`src/rtl/cellrv32_npu_activation_control_if.sv`:
```
// Instruction and read/write handshake bundle for the NPU activation controller.
// The master side drives instructions; the slave side is the controller.
interface cellrv32_npu_activation_control_if #(
  parameter int ACC_ADDR_W  = 10,
  parameter int BUFF_ADDR_W = 12,
  parameter int LEN_W       = 10
);

  typedef struct packed {
    logic [ACC_ADDR_W-1:0]  acc_addr;
    logic [BUFF_ADDR_W-1:0] buff_addr;
    logic [LEN_W-1:0]       calc_len;
    logic [4:0]             opcode;
  } instruction_t;

  instruction_t           inst_i;
  logic                   inst_en_i;
  logic [ACC_ADDR_W-1:0]  acc_addr_o;
  logic                   acc_read_en_o;
  logic [3:0]             act_func_o;
  logic                   act_signed_o;
  logic [BUFF_ADDR_W-1:0] buff_addr_o;
  logic                   buff_write_en_o;
  logic                   busy_o;
  logic                   resource_busy_o;

  modport master (
    output inst_i, inst_en_i,
    input  acc_addr_o, acc_read_en_o, act_func_o, act_signed_o,
           buff_addr_o, buff_write_en_o, busy_o, resource_busy_o
  );

  modport slave (
    input  inst_i, inst_en_i,
    output acc_addr_o, acc_read_en_o, act_func_o, act_signed_o,
           buff_addr_o, buff_write_en_o, busy_o, resource_busy_o
  );

endinterface

```
`src/rtl/cellrv32_npu_activation_control.sv`:
```
// NPU activation controller: issues accumulator reads and the delayed unified-buffer writes.
// Optional feature macro: NPU_ACT_RELU6_EN (pass function code 2 through as ReLU6).
module cellrv32_npu_activation_control #(
  parameter int MATRIX_WIDTH = 14,
  parameter int ACT_LATENCY  = 3,
  parameter int ACC_ADDR_W   = 10,
  parameter int BUFF_ADDR_W  = 12,
  parameter int LEN_W        = 10
) (
  input  logic clk_i,
  input  logic rst_i,
  input  logic enable_i,
  cellrv32_npu_activation_control_if.slave bus
);

  if (ACT_LATENCY < 1 || ACT_LATENCY > 8 || MATRIX_WIDTH < 1) begin : g_param_check
    $error("cellrv32_npu_activation_control: ACT_LATENCY must be 1..8 and MATRIX_WIDTH positive");
  end

  typedef enum logic {IDLE, RUN} state_t;

  state_t                 state_q, state_d;
  logic [ACC_ADDR_W-1:0]  acc_addr_q;
  logic [BUFF_ADDR_W-1:0] buff_addr_q;
  logic [LEN_W-1:0]       cnt_q;
  logic [3:0]             func_q;
  logic                   signed_q;
  logic                   rd;

  logic [ACT_LATENCY:0]   vld_p;
  logic [3:0]             func_p0;
  logic                   sign_p0;
  logic [BUFF_ADDR_W-1:0] baddr_p [0:ACT_LATENCY];

  // Unsupported codes collapse to "none" so the activation unit never sees them.
  function automatic logic [3:0] map_func(input logic [3:0] code);
    logic [3:0] f;
    f = 4'd0;
    case (code)
      4'd1: f = 4'd1;
`ifdef NPU_ACT_RELU6_EN
      4'd2: f = 4'd2;
`else
      4'd2: f = 4'd0;
`endif
      default: f = 4'd0;
    endcase
    return f;
  endfunction

  always_comb begin
    state_d = state_q;
    rd      = 1'b0;
    case (state_q)
      IDLE: begin
        if (bus.inst_en_i) state_d = RUN;
      end
      RUN: begin
        rd = (cnt_q != '0);
        if (cnt_q <= LEN_W'(1)) state_d = IDLE;
      end
    endcase
  end

  always_ff @(posedge clk_i or posedge rst_i) begin
    if (rst_i) begin
      state_q <= IDLE;
    end else if (enable_i) begin
      state_q <= state_d;
    end
  end

  always_ff @(posedge clk_i or posedge rst_i) begin
    if (rst_i) begin
      acc_addr_q  <= '0;
      buff_addr_q <= '0;
      cnt_q       <= '0;
      func_q      <= '0;
      signed_q    <= 1'b0;
    end else if (enable_i) begin
      if (state_q == IDLE && bus.inst_en_i) begin
        acc_addr_q  <= bus.inst_i.acc_addr;
        buff_addr_q <= bus.inst_i.buff_addr;
        cnt_q       <= bus.inst_i.calc_len;
        func_q      <= map_func(bus.inst_i.opcode[3:0]);
        signed_q    <= bus.inst_i.opcode[4];
      end else if (rd) begin
        acc_addr_q  <= acc_addr_q + ACC_ADDR_W'(1);
        buff_addr_q <= buff_addr_q + BUFF_ADDR_W'(1);
        cnt_q       <= cnt_q - LEN_W'(1);
      end
    end
  end

  // Stage p0: accumulator read latency; stages p1..pN: activation datapath latency.
  always_ff @(posedge clk_i or posedge rst_i) begin
    if (rst_i) begin
      vld_p <= '0;
    end else if (enable_i) begin
      vld_p <= {vld_p[ACT_LATENCY-1:0], rd};
    end
  end

  always_ff @(posedge clk_i) begin
    if (enable_i) begin
      func_p0    <= func_q;
      sign_p0    <= signed_q;
      baddr_p[0] <= buff_addr_q;
      for (int i = 1; i <= ACT_LATENCY; i++) begin
        baddr_p[i] <= baddr_p[i-1];
      end
    end
  end

  assign bus.acc_read_en_o   = rd;
  assign bus.acc_addr_o      = rd ? acc_addr_q : '0;
  assign bus.act_func_o      = vld_p[0] ? func_p0 : 4'd0;
  assign bus.act_signed_o    = vld_p[0] & sign_p0;
  assign bus.buff_write_en_o = vld_p[ACT_LATENCY];
  assign bus.buff_addr_o     = vld_p[ACT_LATENCY] ? baddr_p[ACT_LATENCY] : '0;
  assign bus.busy_o          = (state_q == RUN);
  assign bus.resource_busy_o = (state_q == RUN) | (|vld_p);

endmodule

```
`src/flat_wrapper.sv`:
```
// flat-port wrapper written by rule: the top's interface ports become plain ports
module cellrv32_npu_activation_control_flat 
#(
  parameter int MATRIX_WIDTH = 14,
  parameter int ACT_LATENCY  = 3,
  parameter int ACC_ADDR_W   = 10,
  parameter int BUFF_ADDR_W  = 12,
  parameter int LEN_W        = 10
)
  (clk_i, rst_i, enable_i, bus_inst_i, bus_inst_en_i, bus_acc_addr_o, bus_acc_read_en_o, bus_act_func_o, bus_act_signed_o, bus_buff_addr_o, bus_buff_write_en_o, bus_busy_o, bus_resource_busy_o);
  cellrv32_npu_activation_control_if #(.ACC_ADDR_W(ACC_ADDR_W), .BUFF_ADDR_W(BUFF_ADDR_W), .LEN_W(LEN_W)) bus_i ();
  input  logic clk_i;
  input  logic rst_i;
  input  logic enable_i;
  input wire logic [$bits(bus_i.inst_i)-1:0] bus_inst_i;
  input wire logic [$bits(bus_i.inst_en_i)-1:0] bus_inst_en_i;
  output wire logic [$bits(bus_i.acc_addr_o)-1:0] bus_acc_addr_o;
  output wire logic [$bits(bus_i.acc_read_en_o)-1:0] bus_acc_read_en_o;
  output wire logic [$bits(bus_i.act_func_o)-1:0] bus_act_func_o;
  output wire logic [$bits(bus_i.act_signed_o)-1:0] bus_act_signed_o;
  output wire logic [$bits(bus_i.buff_addr_o)-1:0] bus_buff_addr_o;
  output wire logic [$bits(bus_i.buff_write_en_o)-1:0] bus_buff_write_en_o;
  output wire logic [$bits(bus_i.busy_o)-1:0] bus_busy_o;
  output wire logic [$bits(bus_i.resource_busy_o)-1:0] bus_resource_busy_o;
  assign bus_i.inst_i = bus_inst_i;
  assign bus_i.inst_en_i = bus_inst_en_i;
  assign bus_acc_addr_o = bus_i.acc_addr_o;
  assign bus_acc_read_en_o = bus_i.acc_read_en_o;
  assign bus_act_func_o = bus_i.act_func_o;
  assign bus_act_signed_o = bus_i.act_signed_o;
  assign bus_buff_addr_o = bus_i.buff_addr_o;
  assign bus_buff_write_en_o = bus_i.buff_write_en_o;
  assign bus_busy_o = bus_i.busy_o;
  assign bus_resource_busy_o = bus_i.resource_busy_o;
  cellrv32_npu_activation_control #(.MATRIX_WIDTH(MATRIX_WIDTH), .ACT_LATENCY(ACT_LATENCY), .ACC_ADDR_W(ACC_ADDR_W), .BUFF_ADDR_W(BUFF_ADDR_W), .LEN_W(LEN_W)) u_core (.clk_i(clk_i), .rst_i(rst_i), .enable_i(enable_i), .bus(bus_i));
endmodule
```
`config.mk`:
```
export PLATFORM = sky130hd
export DESIGN_NAME = cellrv32_npu_activation_control_flat
export DESIGN_NICKNAME = d
export VERILOG_FILES = /design/src/rtl/cellrv32_npu_activation_control_if.sv /design/src/rtl/cellrv32_npu_activation_control.sv /design/src/flat_wrapper.sv
export SDC_FILE = /design/constraint.sdc
export NUM_CORES = 1
export LEC_CHECK = 0
export BUFFER_PORTS_ARGS = -buffer_cell sky130_fd_sc_hd__buf_4
export CORE_MARGIN = 2
export CORE_UTILIZATION = 45
export CTS_CLUSTER_SIZE = 16
export DETAILED_ROUTE_END_ITERATION = 6
export HOLD_SLACK_MARGIN = 0.1
export PLACE_DENSITY = 0.67
export SLEW_MARGIN = 0
export SYNTH_ARGS = -nofsm -noshare
export SYNTH_HDL_FRONTEND = slang
export SYNTH_SLANG_ARGS = --single-unit
```
`constraint.sdc`:
```
create_clock -name clk_i -period 2 [get_ports clk_i]
set_input_delay 0.2 -clock clk_i [delete_from_list [all_inputs] [get_ports clk_i]]
set_output_delay 0.2 -clock clk_i [all_outputs]
set_load 0.01 [all_outputs]
```
==> run summary, run 1 <==
Top FF cell, synth - edfxtp_1
share of cells above drive strength 1 - 28.4%
via count - 2,905
H-tree lvl count - 3
drc violations - 0
unrepaired setup endpoints after global routing - true
Max Transition Viols Final - 0
sequential share of power - 49.6%
Peak VDD IR - 0.711 mV
CTS tree - built
P&R area growth vs syn - 23.2%
fraction of synthesis flops using an asynchronous set or reset pin - 43.8%
Worst setup SP type - flop
syn_area_per_cell - 12.1 µm²
Num CTS Buffers - 9
top-area cell type share of the netlist area - 37.6%
count leader, synth - edfxtp_1
WL final - 8370 µm
clock share of power - 19.3%
Antenna Cells - 0
Post-DP HPWL - 5630 µm
Unique masters post-synth - 48
# rows - 34
DR WL/cell - 16.0 µm
# port buffers - 68
Post-synth EDFFs - 50
RePlAce Congestion - 0.891
sw frac - 35.4%
initial core utilization - 46.1%
sequential element share of the synthesized area - 62.0%
Synth Register Bits - 89
die width - 98.3 µm
initial antenna violation count - 0
Syn Std Cell Area - 0.00400 mm²
Comb pwr share - 31.1%
fmax - 509 MHz
Yosys warnings - 0
largest net degree at the start of global routing - 40
fin crit period - 1.96 ns
final setup fails - 0
internal power - 4020 µW
synthesized netlist cell count - 331
clk_skew - 0.0143 ns
final worst path period share - 98.2%
max-cap viol count - 0
gr usage total - 18.4%
worst hold path type - primary input to flop
die area - 0.00965 mm²
PwrDens - 1260 mW/mm²
CORE AREA - 0.00868 mm²
largest cells by area after synthesis - edfxtp_1 38%, dfrtp_1 24%, and2_1 4.5%
Max transition margin - 65.2%
drt pass-1 iters - 5
Post-Route Setup TNS - 0 ns
Leak - 0.00197 µW
CTS Root Cell - clkbuf_8
initial DRC count - 163
Psw - 2200 µW
final hold viol count - 0
CP required - 1.80 ns
CP Data Arrival Time - 1.76 ns
Hold Slack - 0.130 ns
outcome - complete, no violations
Synth top cells by count - 50 x edfxtp_1, 39 x dfrtp_1, 29 x and2_1
# clock sinks - 89
Via density - 5.55
height of the die - 98.3 µm
largest buffer count on any clock path - 2
vias in the first global route - 2,849
Critical Path End Type - output port
clock latency on the worst-skew pair - 0.36 ns
Synth area leader - edfxtp_1
worst slew pin tran - 0.522 ns
critical path class - flop to output port
clock-pin slew on the worst setup and hold paths - 0.09 ns
first-pass GRT wire length - 14,200 µm
IO Count - 72
maximum fanout along the worst path - 11
total gr overflow - 0
nets - 456
fillers - 755
Antenna Nets Post-Route - 0
## layout make-up
cell class,count,area [µm²],share of cell area [%]
Inverter,7,26.3,0.533
Clock buffer,9,124,2.51
Clock inverter,7,72.6,1.47
Sequential cell,89,2480,50.3
Tap cell,108,135,2.74
Multi-Input combinational cell,212,1390,28.2
Timing Repair Buffer,91,697,14.1
## stage by stage
step                      area, µm²  cells  util [%]  worst slack, ns  power [µW]
after global placement         4650    500      53.6            0.254        4890
after floorplan                4010    333         -            0.370        4200
after CTS                      4910    523      56.6          0.00670        6250
final                          4930    523      56.8           0.0357        6230
after detailed placement       4650    500      53.6            0.217        4980
after global routing           4930    523      56.8          -0.0838        6660
## registers in the layout, summed over array words and instances, names as in the netlist
signal	count
u_core.signed_q	1
u_core.sign_p0	1
u_core.acc_addr_q	10
u_core.buff_addr_q	12
u_core.bus.busy_o	1
u_core.baddr_p	48
u_core.vld_p	4
u_core.func_p0	1
u_core.cnt_q	10
u_core.func_q	1
## kinds of logic (layout without fill, tap and decap cells)
| group | Yosys count | in the layout | share of synthesized area (%) |
|---|---|---|---|
| AND/OR/NAND/NOR | 106 | 106 | 15.6 |
| AO/OA/AOI/OAI | 90 | 90 | 14.8 |
| adder cells (fa/ha/maj) | 5 | 5 | 1.56 |
| buffers and inverters | 32 | 114 | 3.82 |
| flip-flops | 89 | 89 | 62.0 |
| multiplexers | 8 | 8 | 2.16 |
| other | 1 | 3 | 0.0938 |
## power by group through the flow
stage               Sequential [µW]  Clock, µW  Combinational (µW)
floorplan                      2920          0                1280
global placement               3060          0                1830
detailed placement             3110          0                1870
CTS                            3070       1240                1940
global route                   3180       1320                2160
finish                         3090       1200                1940
## cells in the final DEF, fill, tap and decap left out, types with 4 or more instances in the layout
cell type and count:
a22oi_1 6, o21ai_0 20, clkbuf_8 9, inv_1 7, a31oi_1 7, buf_4 86
dlygate4sd3_1 4, nand2_1 13, dfrtp_1 37, nand3_1 10, and3_1 7, nand4_1 10
mux2_2 5, and4_1 4, ha_1 4, edfxtp_1 50, nor2_1 18, a21oi_1 22
nor4_1 4, a211oi_1 7, and2_1 29
## layer usage
| metal | share of wire (%) | track usage (%) | wire length [µm] |
|---|---|---|---|
| met2 | 51 | 31.1 | 4310 |
| met1 | 43 | 23.6 | 3590 |
| met5 | 0 | 0 | 0 |
| met3 | 3.7 | 3.29 | 312 |
| met4 | 1.9 | 7.59 | 160 |
## path summary, 6_finish.rpt
| path | startpoint | slack [ns] | cells after the start | endpoint |
|---|---|---|---|---|
| max in group asynchronous | rst_i | 1.08 | 4 | u_core.cnt_q[4]$_DFFE_PP0P_ |
| worst max register to register | u_core.cnt_q[4]$_DFFE_PP0P_ | 0.20 | 7 | u_core.buff_addr_q[10]$_DFFE_PP0P_ |
| worst min-delay path | bus_inst_i[6] | 0.13 | 3 | u_core.cnt_q[1]$_DFFE_PP0P_ |
| worst min register to register | u_core.baddr_p[1][0]$_DFFE_PP_ | 0.41 | 0 | u_core.baddr_p[2][0]$_DFFE_PP_ |
| min in group asynchronous | rst_i | 0.54 | 4 | u_core.vld_p[3]$_DFFE_PP0P_ |
| worst max-delay path | u_core.cnt_q[1]$_DFFE_PP0P_ | 0.04 | 6 | bus_acc_addr_o[3] |
## what timing repair did
item                       4_1_cts  5_1_grt
hold buffers                     4        0
resized for setup                1        4
setup buffers                    3        0
hold endpoints to repair        42        0
pin swaps                        2        1
setup endpoints to repair       10       10
## worst max-delay path: stages, from the launching register on
cell and delay [ns]:
dfrtp_1 0.43, inv_1 0.13, ha_2 0.26, a31oi_2 0.12, buf_6 0.16, and2_1 0.16
buf_4 0.14
(Power assumes the default switching activity.)
==> inputs of run 2 (changes only) <==
Settings changed: GPL_TIMING_DRIVEN set to 0.
==> run 2 against run 1 <==
  * The run now ends with negative setup slack left
  * Clock power is essentially flat
  * Clock skew is 0.0012 ns higher
  * Maximum frequency decreased by 2.0%
  * Final area is 0.66% higher
  * Non-clock buffer count up 11
  * Wire length is 10% higher
  * Utilization grew 0.37 points
  * Global-route usage increased by 1.7 points
  * First-iteration DRC count increased by 49%
  * Register-to-register slack lost 0.08 ns
  * Sequential cell count unchanged
  * Worst hold slack got worse by 0.0092 ns
==> run summary, run 2 (synthesis results as in run 1) <==
initial antenna violation count - 0 (unchanged)
# rows - 34 (unchanged)
pre-CTS setup slack - -0.315 ns (-0.531 ns)
height of the die - 98.3 µm (unchanged)
Max Transition Viols Final - 0 (unchanged)
Antenna Nets Post-Route - 0 (unchanged)
total gr overflow - 0 (unchanged)
CP Data Arrival Time - 1.80 ns (+0.04 ns)
most frequent cells in the layout - 75 x buf_4, 50 x edfxtp_1, 35 x dfrtp_1, 28 x and2_1, 22 x a21oi_1
final hold viol count - 0 (unchanged)
vias in the first global route - 3,059 (+7.4%)
outcome - finished, violations left
Peak VDD IR - 0.731 mV (+2.8%)
Num CTS Buffers - 9 (unchanged)
maximum fanout along the worst path - 10 (-1)
Post-DP HPWL - 5930 µm (+5.3%)
PwrDens - 1270 mW/mm² (+0.18%)
WL final - 9230 µm (+10%)
Largest register FFs - 48 (unchanged)
Worst setup SP type - flop
fin crit period - 2.00 ns (+0.0391 ns)
worst hold path type - primary input to flop
clock latency on the worst-skew pair - 0.38 ns (+0.02 ns)
initial DRC count - 243 (+49%)
Largest Register - u_core.baddr_p
design area - 0.00496 mm² (+0.66%)
Max transition margin - 42.6% (-23 points)
share of cells above drive strength 1 - 28.4% (-0.030 points)
RePlAce Congestion - 0.868 (-2.5%)
drc violations - 0 (unchanged)
# clock sinks - 89 (unchanged)
reg-to-reg slack, setup - 0.12 ns (-0.08 ns)
largest buffer count on any clock path - 2 (unchanged)
Leak - 0.00198 µW (+0.34%)
Final Worst Setup Slack - -0.00340 ns (-0.0391 ns)
final setup fails - 5 (+5)
max-cap viol count - 0 (unchanged)
drt pass-1 iters - 4 (-1)
CTS tree - built
IO Count - 72 (unchanged)
largest net degree at the start of global routing - 52 (+30%)
Critical Path End Type - output port
initial core utilization - 46.1% (unchanged)
die width - 98.3 µm (unchanged)
critical path class - flop to output port
Top Registers - u_core.baddr_p (48), u_core.buff_addr_q (12)
Via density - 5.69 (+2.5%)
die area - 0.00965 mm² (unchanged)
commonest non-fill, non-tap cell in the layout - buf_4
Antenna Cells - 0 (unchanged)
H-tree lvl count - 3 (unchanged)
clk_skew - 0.0154 ns (+0.00118 ns)
unrepaired setup endpoints after global routing - true
final worst path period share - 100% (+2.0 points)
worst slew pin tran - 0.860 ns (+0.338 ns)
failing checks - negative setup slack
clock-pin slew on the worst setup and hold paths - 0.11 ns (+0.02 ns)
Placed Instance Area - 0.00465 mm² (about the same)
# port buffers - 68 (unchanged)
fmax - 499 MHz (-2.0%)
P&R area growth vs syn - 24.0%
via count - 3,041 (+4.7%)
gr usage total - 20.1% (+1.7 points)
CORE AREA - 0.00868 mm² (unchanged)
nets - 467 (+2.4%)
CTS Root Cell - clkbuf_8
first-pass GRT wire length - 15,200 µm (+7.3%)
DR WL/cell - 17.3 µm (+7.9%)
CP required - 1.80 ns (about the same)
[run 2: cell count changes in the layout (fill, tap and decap cells not counted), sizes merged]
| cell | change |
|---|---|
| buf | -3 |
| clkbuf | +13 |
| clkinv | -2 |
| clkinvlp | +1 |
| dlygate4sd3 | +1 |
| inv | +1 |
[run 2: worst paths after layout]
check,start,to,cells after the start
max,u_core.cnt_q[6]$_DFFE_PP0P_,bus_acc_addr_o[1],5
min,bus_inst_i[31],u_core.acc_addr_q[4]$_DFFE_PP0P_,3
max reg2reg,u_core.cnt_q[0]$_DFFE_PP0P_,u_core.cnt_q[6]$_DFFE_PP0P_,6
min reg2reg,u_core.baddr_p[0][5]$_DFFE_PP_,u_core.baddr_p[1][5]$_DFFE_PP_,0
max in group asynchronous,rst_i,u_core.cnt_q[2]$_DFFE_PP0P_,3
min in group asynchronous,rst_i,u_core.buff_addr_q[6]$_DFFE_PP0P_,3
[run 2: power breakdown]
group	switching [µW]	internal [µW]	total [µW]	leakage, µW
sequential	486	2540	3030	0.000925
clock	710	475	1190	0.0000901
combinational	1040	1030	2070	0.000966
total	2240	4040	6280	0.00198
[run 2: final cells by class]
cell class,instances,area [µm²]
clock buffer,9,124
clock inverter,7,60.1
inverter,7,26.3
sequential,89,2480
fill,758,3720
timing repair buffer,77,594
multi-input combinational,212,1400
buffer,25,140
tap,108,135
[run 2: stage by stage]
stage | utilization, % | instances | hold slack, ns | setup TNS, ns | power, µW
floorplan | - | 333 | 0.312 | 0 | 4200
global placement | 53.6 | 509 | 0.400 | -4.10 | 4900
detailed placement | 53.6 | 509 | 0.405 | -6.36 | 4980
CTS | 57.0 | 534 | 0.113 | 0 | 6270
global route | 57.1 | 534 | 0.135 | -0.454 | 6670
finish | 57.1 | 534 | 0.121 | -0.00930 | 6280
[run 2: per-layer routing]
metal / track usage (%) / share of wire [%]
met1: 25.6 / 43
met2: 33.3 / 50
met3: 3.22 / 4.9
met4: 10.3 / 2.4
met5: 0 / 0
[run 2: critical path: stages, from the launching register on]
cell,delay [ns]
dfrtp_2,0.44
nor4_4,0.35
a31oi_2,0.16
clkbuf_8,0.18
and2_1,0.16
buf_4,0.14
[run 2: what timing repair did]
item / CTS / global route
pin swaps: 2 / 1
setup buffers: 4 / 0
resized for setup: 7 / 8
endpoints found under the hold margin: 43 / 0
hold buffers: 5 / 0
setup endpoints to repair: 11 / 27
